## src/rtl/rho_lane_rotator_pkg.sv

```systemverilog
// Shared constants, FSM encoding and request payload for the rho lane rotator.
// RHO_OFFSET_LUT_EN: when defined, exposes the rho triangular-number table.
package rho_lane_rotator_pkg;

   localparam int unsigned IDX_W     = 5;
   localparam int unsigned NUM_LANES = 25;
   localparam int unsigned T_MAX     = 23;
   localparam int unsigned TRI_W     = 10;

   typedef enum logic [1:0] {
      ST_IDLE = 2'd0,
      ST_RD   = 2'd1,
      ST_CAP  = 2'd2,
      ST_WR   = 2'd3
   } state_e;

   // Latched request: lane address plus out-of-range flag.
   typedef struct packed {
      logic             bad;
      logic [IDX_W-1:0] lane;
   } lane_req_t;

`ifdef RHO_OFFSET_LUT_EN
   // (t+1)(t+2)/2 for t = 0..23, kept un-reduced so any power-of-two LANE_W works.
   localparam logic [TRI_W-1:0] RHO_TRI [T_MAX+1] = '{
      10'd1,   10'd3,   10'd6,   10'd10,  10'd15,  10'd21,
      10'd28,  10'd36,  10'd45,  10'd55,  10'd66,  10'd78,
      10'd91,  10'd105, 10'd120, 10'd136, 10'd153, 10'd171,
      10'd190, 10'd210, 10'd231, 10'd253, 10'd276, 10'd300
   };
`endif

endpackage

```

## src/rtl/rho_lane_rotator_offset_calc.sv

```systemverilog
// Combinational tIdx -> rho rotation offset (mod LANE_W); t > 23 yields 0.
// RHO_OFFSET_LUT_EN selects the table path, otherwise arithmetic; results identical.
module rho_lane_rotator_offset_calc
   import rho_lane_rotator_pkg::*;
#(
   parameter int unsigned LANE_W = 64,
   parameter int unsigned T_W    = 5
) (
   input  logic [T_W-1:0]            t_i,
   output logic [$clog2(LANE_W)-1:0] off_c
);

   localparam int unsigned OFF_W = $clog2(LANE_W);

`ifdef RHO_OFFSET_LUT_EN
   logic [IDX_W-1:0] t_sel;

   // Table lookup; reduction mod LANE_W is the truncation to OFF_W.
   always_comb begin
      off_c = '0;
      t_sel = IDX_W'(t_i);
      if (32'(t_i) <= T_MAX) begin
         off_c = OFF_W'(RHO_TRI[t_sel]);
      end
   end
`else
   logic [TRI_W-1:0] t1;

   // (t+1)(t+2)/2 at 10 bits, then truncated to OFF_W for the mod.
   always_comb begin
      off_c = '0;
      t1    = TRI_W'(t_i) + TRI_W'(1);
      if (32'(t_i) <= T_MAX) begin
         off_c = OFF_W'((t1 * (t1 + TRI_W'(1))) >> 1);
      end
   end
`endif

endmodule

```

## src/rtl/rho_lane_rotator.sv

```systemverilog
// Reads one lane, rotates it left by the rho offset of t, and writes it back.
// Four-state walk IDLE -> RD -> CAP -> WR; strobes are decoded from state.
// RHO_OFFSET_LUT_EN: selects the table-based offset path (bit-identical outputs).
module rho_lane_rotator
   import rho_lane_rotator_pkg::*;
#(
   parameter int unsigned LANE_W = 64,
   parameter int unsigned T_W    = 5
) (
   input  logic              clk,
   input  logic              rst,
   input  logic              idxValid,
   output logic              idxReady,
   input  logic [IDX_W-1:0]  laneIdx,
   input  logic [T_W-1:0]    tIdx,
   output logic [IDX_W-1:0]  memAddr,
   output logic              memRdEn,
   input  logic [LANE_W-1:0] memRdData,
   output logic              memWrEn,
   output logic [LANE_W-1:0] memWrData,
   output logic              busy,
   output logic              done,
   output logic              idxErr
);

   localparam int unsigned OFF_W = $clog2(LANE_W);

   state_e            state_q, state_d;
   lane_req_t         req_q, req_d;
   logic [OFF_W-1:0]  off_q, off_d;
   logic [LANE_W-1:0] lane_q, lane_d;
   logic              err_q, err_d;
   logic [OFF_W-1:0]  off_c;

   // Rotate left; a zero offset passes through so we never shift by LANE_W.
   function automatic logic [LANE_W-1:0] rotl(input logic [LANE_W-1:0] x,
                                               input logic [OFF_W-1:0]  s);
      if (s == '0) begin
         return x;
      end
      return (x << s) | (x >> (32'(LANE_W) - 32'(s)));
   endfunction

   rho_lane_rotator_offset_calc #(
      .LANE_W (LANE_W),
      .T_W    (T_W)
   ) u_offset_calc (
      .t_i   (tIdx),
      .off_c (off_c)
   );

   // Next-state and datapath latch selection.
   always_comb begin
      state_d = state_q;
      req_d   = req_q;
      off_d   = off_q;
      lane_d  = lane_q;
      err_d   = err_q;
      case (state_q)
         ST_IDLE: begin
            if (idxValid) begin
               req_d.lane = laneIdx;
               req_d.bad  = (32'(laneIdx) > (NUM_LANES - 1));
               off_d      = off_c;
               err_d      = err_q | req_d.bad;
               state_d    = ST_RD;
            end
         end
         ST_RD:   state_d = ST_CAP;
         ST_CAP: begin
            lane_d  = rotl(memRdData, off_q);
            state_d = ST_WR;
         end
         ST_WR:   state_d = ST_IDLE;
         default: state_d = ST_IDLE;
      endcase
   end

   // State and datapath registers; reset abandons any transaction in flight.
   always_ff @(posedge clk or negedge rst) begin
      if (!rst) begin
         state_q <= ST_IDLE;
         req_q   <= '0;
         off_q   <= '0;
         lane_q  <= '0;
         err_q   <= 1'b0;
      end else begin
         state_q <= state_d;
         req_q   <= req_d;
         off_q   <= off_d;
         lane_q  <= lane_d;
         err_q   <= err_d;
      end
   end

   // Strobes decoded from the state register; bad indices suppress RAM access.
   always_comb begin
      idxReady  = (state_q == ST_IDLE);
      busy      = (state_q != ST_IDLE);
      memRdEn   = (state_q == ST_RD) && !req_q.bad;
      memWrEn   = (state_q == ST_WR) && !req_q.bad;
      done      = (state_q == ST_WR);
      memAddr   = req_q.lane;
      memWrData = lane_q;
      idxErr    = err_q;
   end

endmodule
```

## config.mk

```make
export PLATFORM = sky130hd
export DESIGN_NAME = rho_lane_rotator
export DESIGN_NICKNAME = d
export VERILOG_FILES = /design/src/rtl/rho_lane_rotator_pkg.sv /design/src/rtl/rho_lane_rotator_offset_calc.sv /design/src/rtl/rho_lane_rotator.sv
export SDC_FILE = /design/constraint.sdc
export NUM_CORES = 1
export LEC_CHECK = 0
export ABC_AREA = 1
export CAP_MARGIN = 40
export CORE_UTILIZATION = 28
export DETAILED_ROUTE_END_ITERATION = 8
export GPL_ROUTABILITY_DRIVEN = 0
export GPL_TIMING_DRIVEN = 0
export REMOVE_ABC_BUFFERS = 1
export SETUP_SLACK_MARGIN = 0.15
export SYNTH_ARGS = -nofsm -noshare
export SYNTH_HDL_FRONTEND = slang
export SYNTH_HIERARCHICAL = 1
export SYNTH_SLANG_ARGS = --single-unit
```

## constraint.sdc

```tcl
create_clock -name clk -period 4.9 [get_ports clk]
set_input_delay 0.98 -clock clk [delete_from_list [all_inputs] [get_ports clk]]
set_output_delay 0.98 -clock clk [all_outputs]
set_load 0.005 [all_outputs]
```

After elaboration in Yosys (flattened, before gate mapping)
Index checks and enable logic that the tools add are counted.

cells by class
  $add $sub $neg = 3
  multiply operators = 1
  magnitude comparators = 2
  eq/ne operators = 4
  shift operators = 2
  muxes and demuxes = 7
  bitwise operators = 2
  reduce and logical (&&, ||, !) cells = 7

operators by type and width
  kind                                                                count
  64-bit 2-to-1 mux                                                   2
  64-bit OR                                                           1
  64-bit by 6-bit << shifter with 64-bit output                       1
  64-bit by 32-bit >> shifter with 64-bit output                      1
  10-bit by 1-bit adder with 10-bit output (second input constant)    1
  10-bit by 10-bit multiplier with 7-bit output                       1
  2-bit case mux with 4 select lines                                  1
  7-bit by 6-bit subtractor with 8-bit output (first input constant)  1
  5-bit by 1-bit adder with 6-bit output (second input constant)      1
  6-bit logical NOT                                                   1
  6-bit 2-to-1 mux                                                    1
  5-bit greater-than comparator (second input constant)               1
  5-bit less-or-equal comparator (second input constant)              1
  2-bit == test (second input constant)                               2
  2-bit by 1-bit == test with 1-bit output (second input constant)    1
  1-bit logical AND                                                   2
  2-bit logical NOT                                                   1
  1-bit 2-to-1 mux                                                    2
  2-bit 2-to-1 mux                                                    1
  2-bit != test (second input constant)                               1
  2-bit AND reduction                                                 1
  2-bit nonzero test                                                  1
  1-bit logical NOT                                                   1
  1-bit OR                                                            1

storage, ports and cells
  flip-flop bits (word level) = 79
  input bits = 77
  output and inout bits = 75
  word-level logic and storage cells = 34

Logic depth before layout (Yosys ltp)
Gate-level depths: netlist of the first run.

  word-level depth = 4
  mapped depth = 26
  depth with buffers taken out = 26

By module
The synthesis of the first run kept the hierarchy.

modules (own cells, without submodules)
  module                        instances  cells an instance  area an instance (um^2)  sequential area each (um^2)
  rho_lane_rotator              1          2,166              11,359.6                 1,976.9
  rho_lane_rotator_offset_calc  1          130                860.8                    0.0

Worst setup path before layout of the first run
Ideal clock, no wire load.

  kind = input -> register
  start = input tIdx[0]
  end = register off_q[5]
  arrival time = 4.905 ns
  required time = 4.766 ns
  path slack = -0.139 ns
  stages on the path = 25
  path through = buf_4 inv_1 ha_1 inv_1 nor2_1 nand2_1 ha_1 nor2_1 fa_1 fa_1 inv_1 fa_1 inv_1 ha_1 a21oi_1 nand2_1 o21bai_1 nand2_1 inv_1 nand2_1 nand3_1 nand2_1 nor2_1 nand2_1 o21ai_0

on the way
  cells in the longest elaborated chain, start to end = 4

RTL lines
  element                                        RTL line                            text
  from (decl)                                    rho_lane_rotator.sv:15              input logic [T_W-1:0] tIdx,
  5-bit by 1-bit adder with 6-bit output         rho_lane_rotator_offset_calc.sv:32  t1 = TRI_W'(t_i) + TRI_W'(1);
  10-bit by 1-bit adder with 10-bit output       rho_lane_rotator_offset_calc.sv:34  off_c = OFF_W'((t1 * (t1 + TRI_W'(1))) >> 1);
  10-bit by 10-bit multiplier with 7-bit output  rho_lane_rotator_offset_calc.sv:34
  6-bit 2-to-1 mux *                             rho_lane_rotator_offset_calc.sv:33  if (32'(t_i) <= T_MAX) begin
  net off_c[5]                                   rho_lane_rotator.sv:33              logic [OFF_W-1:0] off_c;
  to (signal assigned)                           rho_lane_rotator.sv:84              off_q <= '0;
  to (signal assigned)                           rho_lane_rotator.sv:90              off_q <= off_d;
  to (decl)                                      rho_lane_rotator.sv:30              logic [OFF_W-1:0] off_q, off_d;

The timed path passes the listed nets; every way through them passes the cells marked *.
A chain may end at the register's enable or synchronous reset.

Worst setup path after layout of the first run
Same ends and word-level chain as after synthesis.

==> impl_metrics.toml, run 1 <==
[status]
status = "finished clean"

[die]
coreArea_um2 = 43100
num_rows = 76
initial_core_util_pct = 28.4
dieArea_um2 = 44500
die_h_um = 211
top_level_ports = 152
die_x_um = 211

[cts]
cts-htree-levels = 3
insertion_delay_ns = 0.38
ctsLongestPathBuffers = 2
root_buffer = "clkbuf_16"
cts_tree = "built"
cts_hold_buf = 0
cts.sinks = 79
clk_pin_slew_ns = 0.07
cts_buffers = 9

[critical_path]
startpoint_type = "input pin"
worst_setup_path_end_kind = "flop"
required_ns = 5.20
worstPathArrival_ns = 4.86
crit_type = "in2reg"
critical_path.max_fanout = 13

[hold_path]
hold_path_class = "reg2reg"

[sta]
worst_pin_slew_ns = 0.877
hold_slack_ns = 0.479
finalHoldViolations = 0
setup_viol = 0
slew_viol_final = 0
relSlewSlack_pct = 41.5
rsz0062_at_grt = "no"
fin_crit_sh_pct = 93.2
max_freq_mhz = 219
final.min_clock_period_ns = 4.57
skew_ns = 0.00949

[routing]
firstDrtPassIters = 7
vias = 16568
routed_wl_um = 55600
postRouteAntennaNets = 0
first_iter_violations = 2501
drc = 0
detail_route.wl_per_cell_um = 19.1
avgViaCountPerCell = 5.68

[synth]
async_reset_ff_share_pct = 100
ys_ff_latch = 79
yosysUniqueCellTypes = 35
synth_xor_xnor_area_share_pct = 0.358
ys_top_cells_by_area = "nand3_1 (34%), nand2_1 (23%), dfrtp_1 (16%)"
synthCells = 2296
synth_mux_area_share_pct = 0
avgSynthCellArea_um2 = 5.32
yosysTopAreaCellShare_pct = 34.0
synth_fa_ha_area_share_pct = 3.46
synth_warnings = 6
yosysSeqAreaShare_pct = 16.2
synthesis.area_um2 = 12200
synth_compound_area_share_pct = 3.49
synth_top_family_by_area = "simple AND/OR/NAND/NOR gates"
synth-simple-area-share_pct = 67.8
synthFlopType = "dfrtp_1"
synth_edf_count = 0
synth_top_area_cell = "nand3_1"

[global_route]
antenna_found_initial = 1
grt_pass1_wl_um = 85400
grt_pass1_vias = 14625
grt_max_degree = 75
grt_usage_pct = 24.6
overflow = 0

[placement]
numPortBuffers = 151
hpwl_um = 42000

[layout]
fin_nets = 2431
n_fill_cell = 4780
n_antenna_cell = 0
area_growth_syn_to_layout_pct = 20.6
drive_above_1_share_pct = 5.11

[flow_run]
drv_cap = 0
sequential cells by signal (all words and copies together), names as in the netlist:
register,cells
idxErr,1
memWrData,64
memAddr,5
req_q,1
off_q,6
state_q,2
worst max-delay path, cell delays in order:
cell and delay [ns]:
buf_12 0.12, clkinvlp_4 0.12, ha_4 0.29, inv_2 0.07, nor2_4 0.15, nand2_4 0.08
ha_4 0.30, nor2_4 0.04, fa_1 0.45, fa_1 0.49, inv_1 0.05, fa_1 0.47
inv_1 0.06, ha_4 0.23, a21oi_2 0.13, nand2_1 0.10, o21bai_1 0.17, nand2_1 0.09
nand2_1 0.07, nand3_1 0.08, nand2_1 0.06, nor2_2 0.12, nand2_1 0.06, o21ai_1 0.08
logic make-up (layout without fill, tap and decap cells):
kind of cell,count (synthesis),in the layout
and+or+nand+nor,1867,1867
buffers and inverters,237,271
AOI/OAI and AO/OA,79,79
DFF,79,79
adders and majority gates,29,29
xor gates and xnor gates,5,5
metrics by stage:
step                      TNS, ns  cell area (µm²)  utilization (%)  setup WS, ns  instances
after global routing            0            14700             34.2         0.127       2915
after global placement    -218.07            13700             31.7         -3.13       2863
after floorplan             -7.86            11400                -        -0.177       2127
after detailed placement    -2.82            14300             33.1         -1.32       2891
final                           0            14700             34.2         0.333       2915
after CTS                       0            14600             33.9         0.229       2909
synthesized netlist by cell type, types with 3 or more instances:
master and count:
inv_2 11, buf_4 19, nand4_1 21, ha_1 21, inv_1 56, nand2_4 3, dfrtp_1 79, buf_2 56
fa_1 8, clkbuf_1 70, nor2_1 216, a31oi_1 3, o31ai_1 6, buf_6 4, xnor2_1 4, o21ai_0 42
nand2_1 753, a21oi_1 6, nand3_1 829, nand3b_1 28, o21ai_1 18, nand2_2 8, buf_1 20
timing repair:
| item | CTS | global route |
|---|---|---|
| buffers inserted | 2 | 6 |
| endpoints found under the setup margin | 3 | 1 |
| pin swaps | 3 | 13 |
| resized for setup | 21 | 26 |
layout by cell type (no fill, tap or decap), types with 3 or more instances in the layout:
cell             synthesis  routed
a21oi_1                  6       5
a31oi_1                  3       3
buf_12                   0      18
buf_16                   0       6
buf_4                   19       8
buf_8                    0       4
clkbuf_16                0       9
clkdlybuf4s50_1          0     145
clkinvlp_4               0       4
dfrtp_1                 79      74
dfrtp_2                  0       5
fa_1                     8       8
ha_1                    21      15
ha_4                     0       5
inv_1                   56      47
inv_2                   11      17
nand2_1                753     750
nand2_2                  8      10
nand2_4                  3       3
nand3_1                829     829
nand3b_1                28      28
nand4_1                 21      21
nor2_1                 216     211
nor2_2                   2       4
nor2_4                   1       4
o21ai_0                 42      41
o21ai_1                 18      19
o31ai_1                  6       6
xnor2_1                  4       4
worst paths after layout:
check,from,end,slack (ns),cells past startpoint
max in group asynchronous,rst,memWrData[18],3.70,2
hold reg to reg,memWrData[6],memWrData[6],0.48,2
setup / recovery,tIdx[0],off_q[5],0.33,24
hold / removal,memWrData[6],memWrData[6],0.48,2
min in group asynchronous,rst,memWrData[57],0.56,1
setup reg to reg,off_q[0],memWrData[11],0.52,17
routing by layer:
metal	up-vias	track usage, %	part of all wire (%)
li1	7763	-	-
met2	1138	36.2	42
met3	181	6.13	12
met4	2	12.6	5.5
met1	7484	33.1	41
met5	-	0	0.023
final cells by class:
| cell class | count | area, µm² | area share [%] |
|---|---|---|---|
| clock buffers | 9 | 225 | 1.53 |
| well taps | 585 | 732 | 4.97 |
| multi-input cells | 1980 | 9310 | 63.2 |
| clock inverters | 7 | 62.6 | 0.424 |
| repair buffers | 187 | 2160 | 14.6 |
| flip-flops and latches | 79 | 1980 | 13.5 |
| inverters | 68 | 265 | 1.80 |
Power of run 1 is not shown: default switching activity piles up to over one toggle a cycle in this logic, so the estimate is an artifact.
==> run 2, diff against run 1 <==
SLEW_MARGIN = 20   (was not set)
==> run 2 against run 1 <==
  * Critical path depth rose by 2
  * Count of clock-buffer cells in the layout did not move
  * Register-to-register slack got worse by 0.19 ns
  * Maximum frequency fell by 0.90%
  * First-iteration DRC count fell by 7.8%
  * Die area did not move
  * Setup slack got worse by 0.041 ns
  * Sequential cell count did not move
  * Final cell count fell by 0.21%
  * Clock skew rose by 0.00065 ns
  * Worst hold slack barely moved
  * Sequential share of layout area rose by 0.14 points
  * Critical path type unchanged
  * Critical endpoint unchanged
  * Largest cell class unchanged
==> impl_metrics.toml, run 2 (synthesis gave the netlist of run 1 again) <==
[die]
die_x_um = 211
die_h_um = 211
initial_core_util_pct = 28.4
dieArea_um2 = 44500
num_rows = 76
coreArea_um2 = 43100
top_level_ports = 152

[critical_path]
crit_type = "in2reg"
required_ns = 5.21
worst_setup_path_end_kind = "flop"
startpoint_type = "input pin"
critical_path.slowest_cell = "fa_1"
worstPathArrival_ns = 4.91
critical_path.max_fanout = 13
r2r_setup_slack_ns = 0.33
cp_slowest_stage_delay_ns = 0.49
crit_path_frequent_cell = "nand2_1"

[placement]
dp.cells = 2881
numPortBuffers = 151
place_ws_ns = -1.32
hpwl_um = 40700

[layout]
multiInputGateArea_um2 = 9350
n_fill_cell = 4778
n_antenna_cell = 0
fin_util_pct = 34.0
area_growth_syn_to_layout_pct = 19.7
drive_above_1_share_pct = 5.03
fin_nets = 2425
seq_area_um2 = 1990
final_common_cell = "nand3_1"
largest_reg_flops = 64
instances_no_fill = 2909
final_cell_mix = "nand3_1 (829), nand2_1 (748), nor2_1 (211)"

[status]
status = "finished clean"

[routing]
detail_route.wl_per_cell_um = 19.1
drc = 0
avgViaCountPerCell = 5.69
routed_wl_um = 55600
vias = 16562
postRouteAntennaNets = 0
first_iter_violations = 2307
firstDrtPassIters = 9

[sta]
max_freq_mhz = 217
setup_ws_ns = 0.292
slew_viol_final = 0
skew_ns = 0.0101
finalHoldViolations = 0
worst_pin_slew_ns = 0.900
setup_viol = 0
rsz0062_at_grt = "no"
hold_slack_ns = 0.479
relSlewSlack_pct = 40.0
final.min_clock_period_ns = 4.61
fin_crit_sh_pct = 94.0

[cts]
cts.sinks = 79
cts_buffers = 9
clk_pin_slew_ns = 0.07
root_buffer = "clkbuf_16"
cts-htree-levels = 3
ctsLongestPathBuffers = 2
cts_tree = "built"
insertion_delay_ns = 0.39

[hold_path]
hold_path_class = "reg2reg"

[global_route]
grt_pass1_wl_um = 84200
grt_pass1_vias = 14559
overflow = 0
grt_usage_pct = 24.3
grt_max_degree = 71
antenna_found_initial = 1

[flow_run]
drv_cap = 0
-- run 2: timing repair --
action,CTS,global route
resized for setup,22,25
pin swaps,3,13
buffers inserted,2,10
hold buffers,0,0
setup endpoints to repair,3,1
-- run 2: layout make-up --
class	count	area share, %
Clock buffer	9	1.54
Multi-Input combinational cell	1980	63.9
Sequential cell	79	13.6
Timing Repair Buffer	181	13.6
Clock inverter	7	0.428
Tap cell	585	5.00
Inverter	68	1.90
-- run 2: critical path: cells and delay by family --
| family | cells | cell delay, ns |
|---|---|---|
| adder cells (fa/ha/maj) | 5 | 1.83 |
| AND/OR/NAND/NOR | 11 | 1.08 |
| buffers and inverters | 7 | 0.63 |
| AO/OA/AOI/OAI | 3 | 0.40 |
-- run 2: worst paths after layout --
| kind | depth (start not counted) | to | startpoint |
|---|---|---|---|
| setup / recovery | 26 | off_q[5] | tIdx[0] |
| hold / removal | 2 | memWrData[21] | memWrData[21] |
| setup reg to reg | 14 | memWrData[11] | off_q[1] |
| hold reg to reg | 2 | memWrData[21] | memWrData[21] |
| max in group asynchronous | 2 | off_q[5] | rst |
| min in group asynchronous | 1 | memWrData[57] | rst |
-- run 2: routing by layer --
layer | up-vias | wire length [µm] | global-route usage (%)
met5 | - | 13 | 0
met4 | 2 | 3080 | 12.9
met3 | 189 | 6560 | 6.13
met2 | 1131 | 23300 | 35.6
met1 | 7494 | 22600 | 32.7
li1 | 7746 | - | -
-- run 2: stage by stage --
stage | cell area, µm² | setup TNS (ns)
after CTS | 14500 | 0
after detailed placement | 14100 | -2.85
after global placement | 13700 | -218.07
final | 14600 | 0
after floorplan | 11400 | -7.86
after global routing | 14600 | 0
Power of run 2 is left out for the same reason.
